File: config.mk
export PLATFORM = sky130hd
export DESIGN_NAME = ram_port_arbiter
export DESIGN_NICKNAME = d
export VERILOG_FILES = /design/src/rtl/ram_port_arbiter.sv
export SDC_FILE = /design/constraint.sdc
export NUM_CORES = 1
export LEC_CHECK = 0
export ABC_AREA = 1
export CAP_MARGIN = 20
export CORE_MARGIN = 3
export CORE_UTILIZATION = 42
export DETAILED_ROUTE_END_ITERATION = 10
export GPL_TIMING_DRIVEN = 0
export PLACE_DENSITY_LB_ADDON = 0.05
export SETUP_SLACK_MARGIN = 0.5
export SYNTH_ARGS = -nofsm -noshare
export SYNTH_HDL_FRONTEND = slang
export SYNTH_SLANG_ARGS = --single-unit
File: constraint.sdc
create_clock -name clk -period 2.1 [get_ports clk]
set_clock_uncertainty 0.2 [all_clocks]
set_input_delay 0.42 -clock clk [delete_from_list [all_inputs] [get_ports clk]]
set_output_delay 0.42 -clock clk [all_outputs]
set_load 0.03 [all_outputs]
File: src/rtl/ram_port_arbiter.sv
// Two-port arbiter for a single-port synchronous RAM: CPU MEM stage (port 0) and UART loader (port 1).
// Round-robin on ties; every access takes a fixed three cycles from grant to acknowledge.
module ram_port_arbiter #(
  parameter int RAM_ADDRESS_BITWIDTH = 16,
  parameter int DATA_BITWIDTH        = 32
) (
  input  logic                            clk,
  input  logic                            reset_n,
  input  logic                            p0_req,
  input  logic                            p0_wr_en,
  input  logic [RAM_ADDRESS_BITWIDTH-1:0] p0_address,
  input  logic [DATA_BITWIDTH-1:0]        p0_write_data,
  output logic                            p0_ack,
  output logic [DATA_BITWIDTH-1:0]        p0_read_data,
  input  logic                            p1_req,
  input  logic                            p1_wr_en,
  input  logic [RAM_ADDRESS_BITWIDTH-1:0] p1_address,
  input  logic [DATA_BITWIDTH-1:0]        p1_write_data,
  output logic                            p1_ack,
  output logic [DATA_BITWIDTH-1:0]        p1_read_data,
  output logic [RAM_ADDRESS_BITWIDTH-1:0] ram_address,
  output logic [DATA_BITWIDTH-1:0]        ram_write_data,
  output logic                            ram_wr_en,
  input  logic [DATA_BITWIDTH-1:0]        ram_data,
  output logic                            busy,
  output logic                            grant_id
);

  typedef enum logic [1:0] {
    IDLE,
    ACCESS,
    RESP
  } state_t;

  state_t state;
  logic   last_grant;
  logic   access_wr;
  logic   p0_eff;
  logic   p1_eff;
  logic   winner;

  // A port whose ack is high this cycle has just been served; its still-high req must not re-trigger.
  always_comb begin
    p0_eff = p0_req & ~p0_ack;
    p1_eff = p1_req & ~p1_ack;
    winner = (p0_eff & p1_eff) ? ~last_grant : p1_eff;
  end

  always_ff @(posedge clk or negedge reset_n) begin
    if (!reset_n) begin
      state          <= IDLE;
      last_grant     <= 1'b1;
      grant_id       <= 1'b0;
      access_wr      <= 1'b0;
      busy           <= 1'b0;
      p0_ack         <= 1'b0;
      p1_ack         <= 1'b0;
      p0_read_data   <= '0;
      p1_read_data   <= '0;
      ram_address    <= '0;
      ram_write_data <= '0;
      ram_wr_en      <= 1'b0;
    end else begin
      p0_ack <= 1'b0;
      p1_ack <= 1'b0;
      case (state)
        IDLE: begin
          if (p0_eff | p1_eff) begin
            grant_id       <= winner;
            last_grant     <= winner;
            access_wr      <= winner ? p1_wr_en : p0_wr_en;
            ram_wr_en      <= winner ? p1_wr_en : p0_wr_en;
            ram_address    <= winner ? p1_address : p0_address;
            ram_write_data <= winner ? p1_write_data : p0_write_data;
            busy           <= 1'b1;
            state          <= ACCESS;
          end
        end
        ACCESS: begin
          ram_wr_en <= 1'b0;
          state     <= RESP;
        end
        RESP: begin
          if (!access_wr) begin
            if (grant_id) p1_read_data <= ram_data;
            else          p0_read_data <= ram_data;
          end
          if (grant_id) p1_ack <= 1'b1;
          else          p0_ack <= 1'b1;
          busy  <= 1'b0;
          state <= IDLE;
        end
        default: begin
          ram_wr_en <= 1'b0;
          busy      <= 1'b0;
          state     <= IDLE;
        end
      endcase
    end
  end

endmodule

Yosys cells after proc, flatten, opt, wreduce, memory -nomap -nowiden
Index checks and enable logic that the tools add are counted.
{"block": "totals", "ff_bits": 121, "out_inout_bits": 117, "in_bits": 134, "elab_cells": 46}
{"block": "classes", "n_eq_ne": 3, "n_reduce_logical": 6, "muxes": 14, "bitwise": 11}
{"operator": "$mux 32", "n": 1}
{"operator": "$mux 16", "n": 1}
{"operator": "$mux 1", "n": 8}
{"operator": "$not 1->1", "n": 7}
{"operator": "$reduce_and 2->1", "n": 3}
{"operator": "$reduce_and 3->1", "n": 2}
{"operator": "$pmux 1 s2", "n": 2}
{"operator": "$pmux 2 s2", "n": 1}
{"operator": "$and 1x1->1", "n": 3}
{"operator": "$eq 2x1->1 const B", "n": 1}
{"operator": "$eq 2x2->1 const B", "n": 1}
{"operator": "$logic_not 2->1", "n": 1}
{"operator": "$mux 2", "n": 1}
{"operator": "$ne 2x2->1 const B", "n": 1}
{"operator": "$or 1x1->1", "n": 1}

Longest topological paths before layout
Gate-level depths: netlist (run 1).
{"block": "depth", "word_depth": 7, "depth_mapped": 7, "depth_no_buf": 6}

Worst setup path after synthesis (run 1)
OpenSTA, ideal clock, no wires.
{"block": "synth_timing", "kind": "register -> register", "startpoint": "register p0_ack", "endpoint": "register ram_address[0]", "slack_ns": 0.499, "required_ns": 1.782, "n_path_buf": 1, "stages_incl_launch_ff": 8, "arrival_ns": 1.283, "setup_time_ns": 0.118, "period_less_slack_ns": 1.601, "path_cell_list": "dfrtp_1 -> inv_1 -> nand3_1 -> nand2_1 -> clkbuf_1 -> nand2_1 -> nand3_1 -> nand2_1"}
{"block": "synth_between", "elab_chain_len": 5, "elab_cells_between_ends": 7, "cone_classes": "mux: 2; bitwise: 4; reduce/logical: 1"}
{"item": "from (decl)", "line": "13", "text": "output logic p0_ack,"}
{"item": "from (signal assigned)", "line": "56", "text": "p0_ack <= 1'b0;"}
{"item": "from (signal assigned)", "line": "64", "text": "p0_ack <= 1'b0;"}
{"item": "from (signal assigned)", "line": "89", "text": "else p0_ack <= 1'b1;"}
{"item": "$not 1->1 *", "line": "44", "text": "p0_eff = p0_req & ~p0_ack;"}
{"item": "$and 1x1->1 *", "line": "44"}
{"item": "$and 1x1->1", "line": "46", "text": "winner = (p0_eff & p1_eff) ? ~last_grant : p1_eff;"}
{"item": "$mux 1", "line": "46"}
{"item": "$mux 16", "line": "73", "text": "ram_address <= winner ? p1_address : p0_address;"}
{"item": "to (signal assigned)", "line": "73"}
{"item": "to (decl)", "line": "21", "text": "output logic [RAM_ADDRESS_BITWIDTH-1:0] ram_address,"}
Mark *: on every way between the ends. The rest lies on a longest branch, timed or not.
A chain may end at the register's enable or synchronous reset.

Worst setup path after layout (run 1)
{"block": "layout_timing", "startpoint": "register grant_id", "endpoint": "output grant_id"}
{"item": "from (decl)", "line": "26", "text": "output logic grant_id"}
{"item": "from (signal assigned)", "line": "69", "text": "grant_id <= winner;"}
No word-level cell between the ends.

==> impl_metrics.toml, run 1 <==
[worst_setup_path]
cpLargestDelayFamily = "flip-flops"
crit_fanout = 4
r2r_start = "last_grant"
crit_buf_inv = 1
timing.rr.end = "ram_write_data[14]"
end_kind = "output pin"
r2r_cells = 6
cp_slowest_stage_delay_ns = 0.41
critPathKind = "register to output pin"
cp_data_arrival_time_ns = 1.01
start_kind = "register"
crit_required_ns = 1.48
path_cells = "buf_4"
r2r_slack_ns = 0.49
worstSetupPathDepth = 1
cp_slowest_cell = "dfrtp_1"
critPathLaunch = "grant_id"

[floorplan]
rows = 40
core_area_sq_um = 12300
pin_count = 251
die_y_microns = 120
design.die.area_sq_um = 14300
die_w_microns = 120
start_util = 0.442

[sta]
fin_crit_sh = 0.777
rsz0062_at_grt = "true"
maxSlewHeadroom = 0.673
setup_ws_ns = 0.467
setup_viol = 0
worst_pin_slew_ns = 0.491
hold_violations = 0
post-route-min-period_ns = 1.63
max_freq_mhz = 612
drv_slew = 0

[clock_network]
cts_tree = "built"
clk_pin_slew_worst_paths_ns = 0.05
cts_sinks = 121
cts_buffers = 17
cts_max_level = 4
clockBufferDepth = 2
insertion_delay_ns = 0.40
cts-root-buf = "clkbuf_16"

[worst_hold_path]
worstHoldPathCells = 1
whs_endpoint = "state[1]"
hold_path_class = "register to register"
worstHoldStart = "state[1]"

[logic_synthesis]
yosysWarnings = 0
syn_avg_cell_area_sq_um = 7.82
ys_ff_latch = 121
ys_types = 15
yosysSeqAreaShare = 0.557
synthCells = 695
synth_nets = 829
synth_area_sq_um = 5440

[power]
p_total_w = 0.0160
ir_drop_v = 0.000966
powerDensity_nw_per_um2 = 1710
p_leak_nw = 5.06

[cells_and_area]
nets = 1135
antenna_cells = 0
fin_cells = 1182
syn_to_final_growth_pct = 72.1
fillers = 921
drive_gt1_frac = 0.232
design_area_sq_um = 9360
post-route-util = 0.760

[placement]
dp_cells = 1114
dpl-instance-area_sq_um = 8180
port_buffers = 250
gp_congestion = 0.875
dp_slack_ns = -0.281
dp.final_hpwl_microns = 12400

[detailed_routing]
wl_met3_microns = 1290
drc = 0
top_layer = "met4"
met2RoutedLength_microns = 8800
drtAntennaViolNets = 0
drt_wl_total_microns = 17500
vias = 5584
drtIter0Drc = 380
routed_via_density = 4.72
drtPass1Iterations = 5
wl_met1_microns = 7080
avgRoutedWirePerCell_microns = 14.8

[global_route]
grtUsageTotal = 0.244
grt_first_pass_wirelength_microns = 27900
grt_start_max_net_pins = 65
grt.overflow.total = 0
grt_pass1_vias = 5619
antenna_found_initial = 0

[job]
maxCapViolations = 0

[outcome]
status = "completed"
## layout make-up
class	instances	area [sq um]	share of cell area
Buffer	37	265	0.0283
Clock buffer	22	484	0.0517
Clock inverter	10	165	0.0176
Inverter	139	524	0.0560
Multi-Input combinational cell	399	1760	0.189
Sequential cell	121	3030	0.324
Tap cell	168	210	0.0225
Timing Repair Buffer	286	2910	0.311
## worst max path at each step
stage                               to  slack, ns
finish                        grant_id       0.47
global route           ram_address[15]       0.39
CTS                           grant_id       0.42
detailed placement  ram_write_data[26]      -0.28
global placement      p0_read_data[28]      -4.15
floorplan               ram_address[0]       0.50
## layout by cell type, fill, tap and decap left out, types with 2 or more instances in the layout
master and n:
clkdlybuf4s50_1 130, buf_2 11, inv_2 2, clkbuf_1 3, nand3_1 99, clkbuf_2 8
nor2_1 4, nand2_1 220, clkbuf_4 7, inv_1 136, buf_4 42, nor2_2 3
o21ai_0 61, o21ai_1 4, clkbuf_16 17, clkinv_4 2, bufinv_16 4, clkinvlp_4 3
clkbuf_8 6, buf_6 115, nand2_2 4, buf_8 2, dlygate4sd2_1 2, dfrtp_1 119
## power by group
group          leakage, nW  switching, W  total [W]  internal (W)
Combinational         3.28       0.00479    0.00841       0.00361
Sequential            1.47      0.000893    0.00443       0.00353
Clock                0.309       0.00103    0.00314       0.00211
Total                 5.06       0.00671     0.0160       0.00926
## Yosys cell counts, drive strengths merged
master | n | share of area
clkbuf | 21 | 0.014
a21boi | 1 | 0.0035
o21ai | 65 | 0.060
dfrtp | 120 | 0.55
nand2 | 224 | 0.16
inv | 139 | 0.096
buf | 16 | 0.015
nand3 | 100 | 0.092
nor2 | 8 | 0.0064
dfstp | 1 | 0.0048
## state kept, by name, summed over array words and instances (netlist names)
signal / cells
grant_id: 1
state: 2
ram_write_data: 32
p0_read_data: 32
ram_address: 16
p1_ack: 1
p0_ack: 1
p1_read_data: 32
busy: 1
last_grant: 1
access_wr: 1
ram_wr_en: 1
## timing repair
| action | in CTS | in global routing |
|---|---|---|
| gates cloned | 2 | 1 |
| endpoints found under the setup margin | 198 | 228 |
| gates resized for setup | 714 | 237 |
| pin swaps | 2 | 2 |
| endpoints found under the hold margin | 57 | 0 |
| hold buffers | 1 | 0 |
| buffers inserted | 3 | 29 |
## stage by stage
stage | setup TNS, ns | hold WS (ns)
2_1_floorplan | 0 | -0.0756
3_3_place_gp | -505.31 | 0.237
3_5_place_dp | -5.99 | 0.219
4_1_cts | 0 | 0.269
5_1_grt | 0 | 0.282
6_report | 0 | 0.265
## kinds of logic after synthesis
group	count (synthesis)	synth area share
flip-flops	121	0.557
AO/OA/AOI/OAI	66	0.0633
buffers and inverters	176	0.126
AND/OR/NAND/NOR	332	0.254
## metal layers
layer,vias to the layer above,track usage
met2,205,0.416
met4,0,0.0809
met3,24,0.0763
met1,2637,0.295
li1,2718,-
met5,-,0
Power figures use the tool's default switching activity.
==> run 2: changes to the inputs <==
clock period = 1.6 ns   (was 2.1 ns; I/O delays follow)
==> impl_metrics.toml, run 2 (synthesis results as in run 1) <==
[outcome]
status = "finished with violations"
failed_checks = "hold timing, setup timing"

[detailed_routing]
drtIter0Drc = 631
drtAntennaViolNets = 0
drtPass1Iterations = 6
vias = 6316
avgRoutedWirePerCell_microns = 18.7
routed_via_density = 5.05
drc = 0
drt_wl_total_microns = 23400

[worst_setup_path]
timing.rr.end = "p1_read_data[14]"
cp_slowest_stage_delay_ns = 0.43
end_kind = "register"
critPathKind = "register to register"
r2r_slack_ns = -0.08
cp_slowest_cell = "dfrtp_1"
crit_required_ns = 1.70
path_cells = "buf_6 > nor2_4 > buf_12 > nand2_8 > clkbuf_16 > nand2_2 > o21ai_1"
start_kind = "register"
crit_fanout = 6
cp_data_arrival_time_ns = 1.77
critPathLaunch = "state[0]"
r2r_start = "state[0]"
r2r_cells = 7

[clock_network]
cts_buffers = 17
insertion_delay_ns = 0.42
cts_tree = "built"
cts-root-buf = "clkbuf_16"
clk_pin_slew_worst_paths_ns = 0.06
clockBufferDepth = 2
cts_sinks = 121
cts_max_level = 4

[job]
maxCapViolations = 0

[sta]
setup_viol = 63
fin_hold_ws_ns = -0.339
worst_pin_slew_ns = 0.546
post-route-min-period_ns = 1.68
max_freq_mhz = 596
setup_ws_ns = -0.0771
maxSlewHeadroom = 0.636
drv_slew = 0
rsz0062_at_grt = "true"
hold_violations = 55
tns_ns = -1.34
fin_crit_sh = 1.05

[cells_and_area]
fillers = 598
final_cell_mix = "nand2_1 (148), buf_6 (135), inv_1 (134)"
layout_commonest_cell = "nand2_1"
post-route-util = 0.882
nets = 1202
syn_to_final_growth_pct = 99.7
drive_gt1_frac = 0.392
top_regs = "p0_read_data: 32 flops, p1_read_data: 32 flops, ram_write_data: 32 flops"
multiInputGateArea_sq_um = 2340
seqCellArea_sq_um = 3030

[power]
switching_share = 0.436
power.share.clock = 0.165
comb_power_share = 0.591
powerDensity_nw_per_um2 = 2270
ir_drop_v = 0.00157
p_seq_frac = 0.244
power.net_switching_w = 0.0108
p_leak_nw = 5.72
p_int_w = 0.0139

[global_route]
grtUsageTotal = 0.261
grt_start_max_net_pins = 67
antenna_found_initial = 1
grt_first_pass_wirelength_microns = 29500
grt.overflow.total = 0
grt_pass1_vias = 5774

[placement]
dp.final_hpwl_microns = 12600
gp_congestion = 0.838
port_buffers = 250

[floorplan]
start_util = 0.442
design.die.area_sq_um = 14300
rows = 40
pin_count = 251
die_w_microns = 120
core_area_sq_um = 12300
die_y_microns = 120

[worst_hold_path]
hold_path_class = "primary input to asynchronous set/reset pin"
run 2: changes by cell type in the layout (fill, tap and decap cells not counted), moves of 11 or more:
| cell | change |
|---|---|
| o21ai_2 | +24 |
| buf_6 | +20 |
| nand2_1 | -72 |
| buf_4 | +41 |
| o21ai_0 | -61 |
| nand3_1 | -17 |
| nand3_2 | +17 |
| o21ai_1 | +37 |
| nand2_2 | +43 |
| buf_8 | +12 |
| nand2_4 | +27 |
| clkbuf_16 | +11 |
run 2: worst max path at each step:
stage          slack [ns]  depth (start not counted)                  to
2_1_floorplan        0.12                          7  ram_write_data[10]
3_3_place_gp        -4.99                          1              p1_ack
3_5_place_dp        -0.48                          7  ram_write_data[20]
4_1_cts              0.06                          1              p1_ack
5_1_grt             -0.13                          6  ram_write_data[30]
6_report            -0.08                          7    p1_read_data[14]
run 2: critical path: cells and delay by family, from the launching register on:
family / cells / cell delay, ns
AO/OA/AOI/OAI: 1 / 0.08
buffers and inverters: 3 / 0.53
flip-flops: 1 / 0.43
AND/OR/NAND/NOR: 3 / 0.30
run 2: per-layer routing:
metal  up-vias  routed length, microns  global-route usage
li1       2863                       -                   -
met1      3028                    8750               0.330
met2       364                   12000               0.429
met3        61                    1870              0.0726
met4         0                     820              0.0981
met5         -                       0                   0
run 2: power groups by stage:
stage	logic, W	registers (W)	clock network, W
after CTS	0.0118	0.00578	0.00403
final	0.0146	0.00602	0.00408
after global routing	0.0154	0.00614	0.00422
after detailed placement	0.0103	0.00551	0
after floorplan	0.00298	0.00837	0
after global placement	0.0102	0.00548	0
run 2: metrics by stage:
step                instances  cell area [sq um]  total power, W  worst slack (ns)
floorplan                 695               5600          0.0114             0.118
global placement         1113               8320          0.0156             -4.99
detailed placement       1114               8340          0.0159            -0.479
CTS                      1187               9630          0.0216            0.0612
global route             1250              10900          0.0257            -0.132
finish                   1250              10900          0.0247           -0.0771
run 2: what timing repair did:
action                                  in CTS  in global routing
hold endpoints to repair                    55                 55
buffers inserted                            37                 49
pin swaps                                   12                 16
gates cloned                                 4                 13
endpoints found under the setup margin     235                237
gates resized for setup                    871                178
run 2: final cells by class:
class / count / area share
clock inverters: 13 / 0.0154
well taps: 168 / 0.0194
clock buffers: 19 / 0.0417
flip-flops and latches: 121 / 0.279
inverters: 139 / 0.0494
multi-input cells: 401 / 0.215
repair buffers: 351 / 0.337
diodes: 1 / 0.000230
plain buffers: 37 / 0.0426
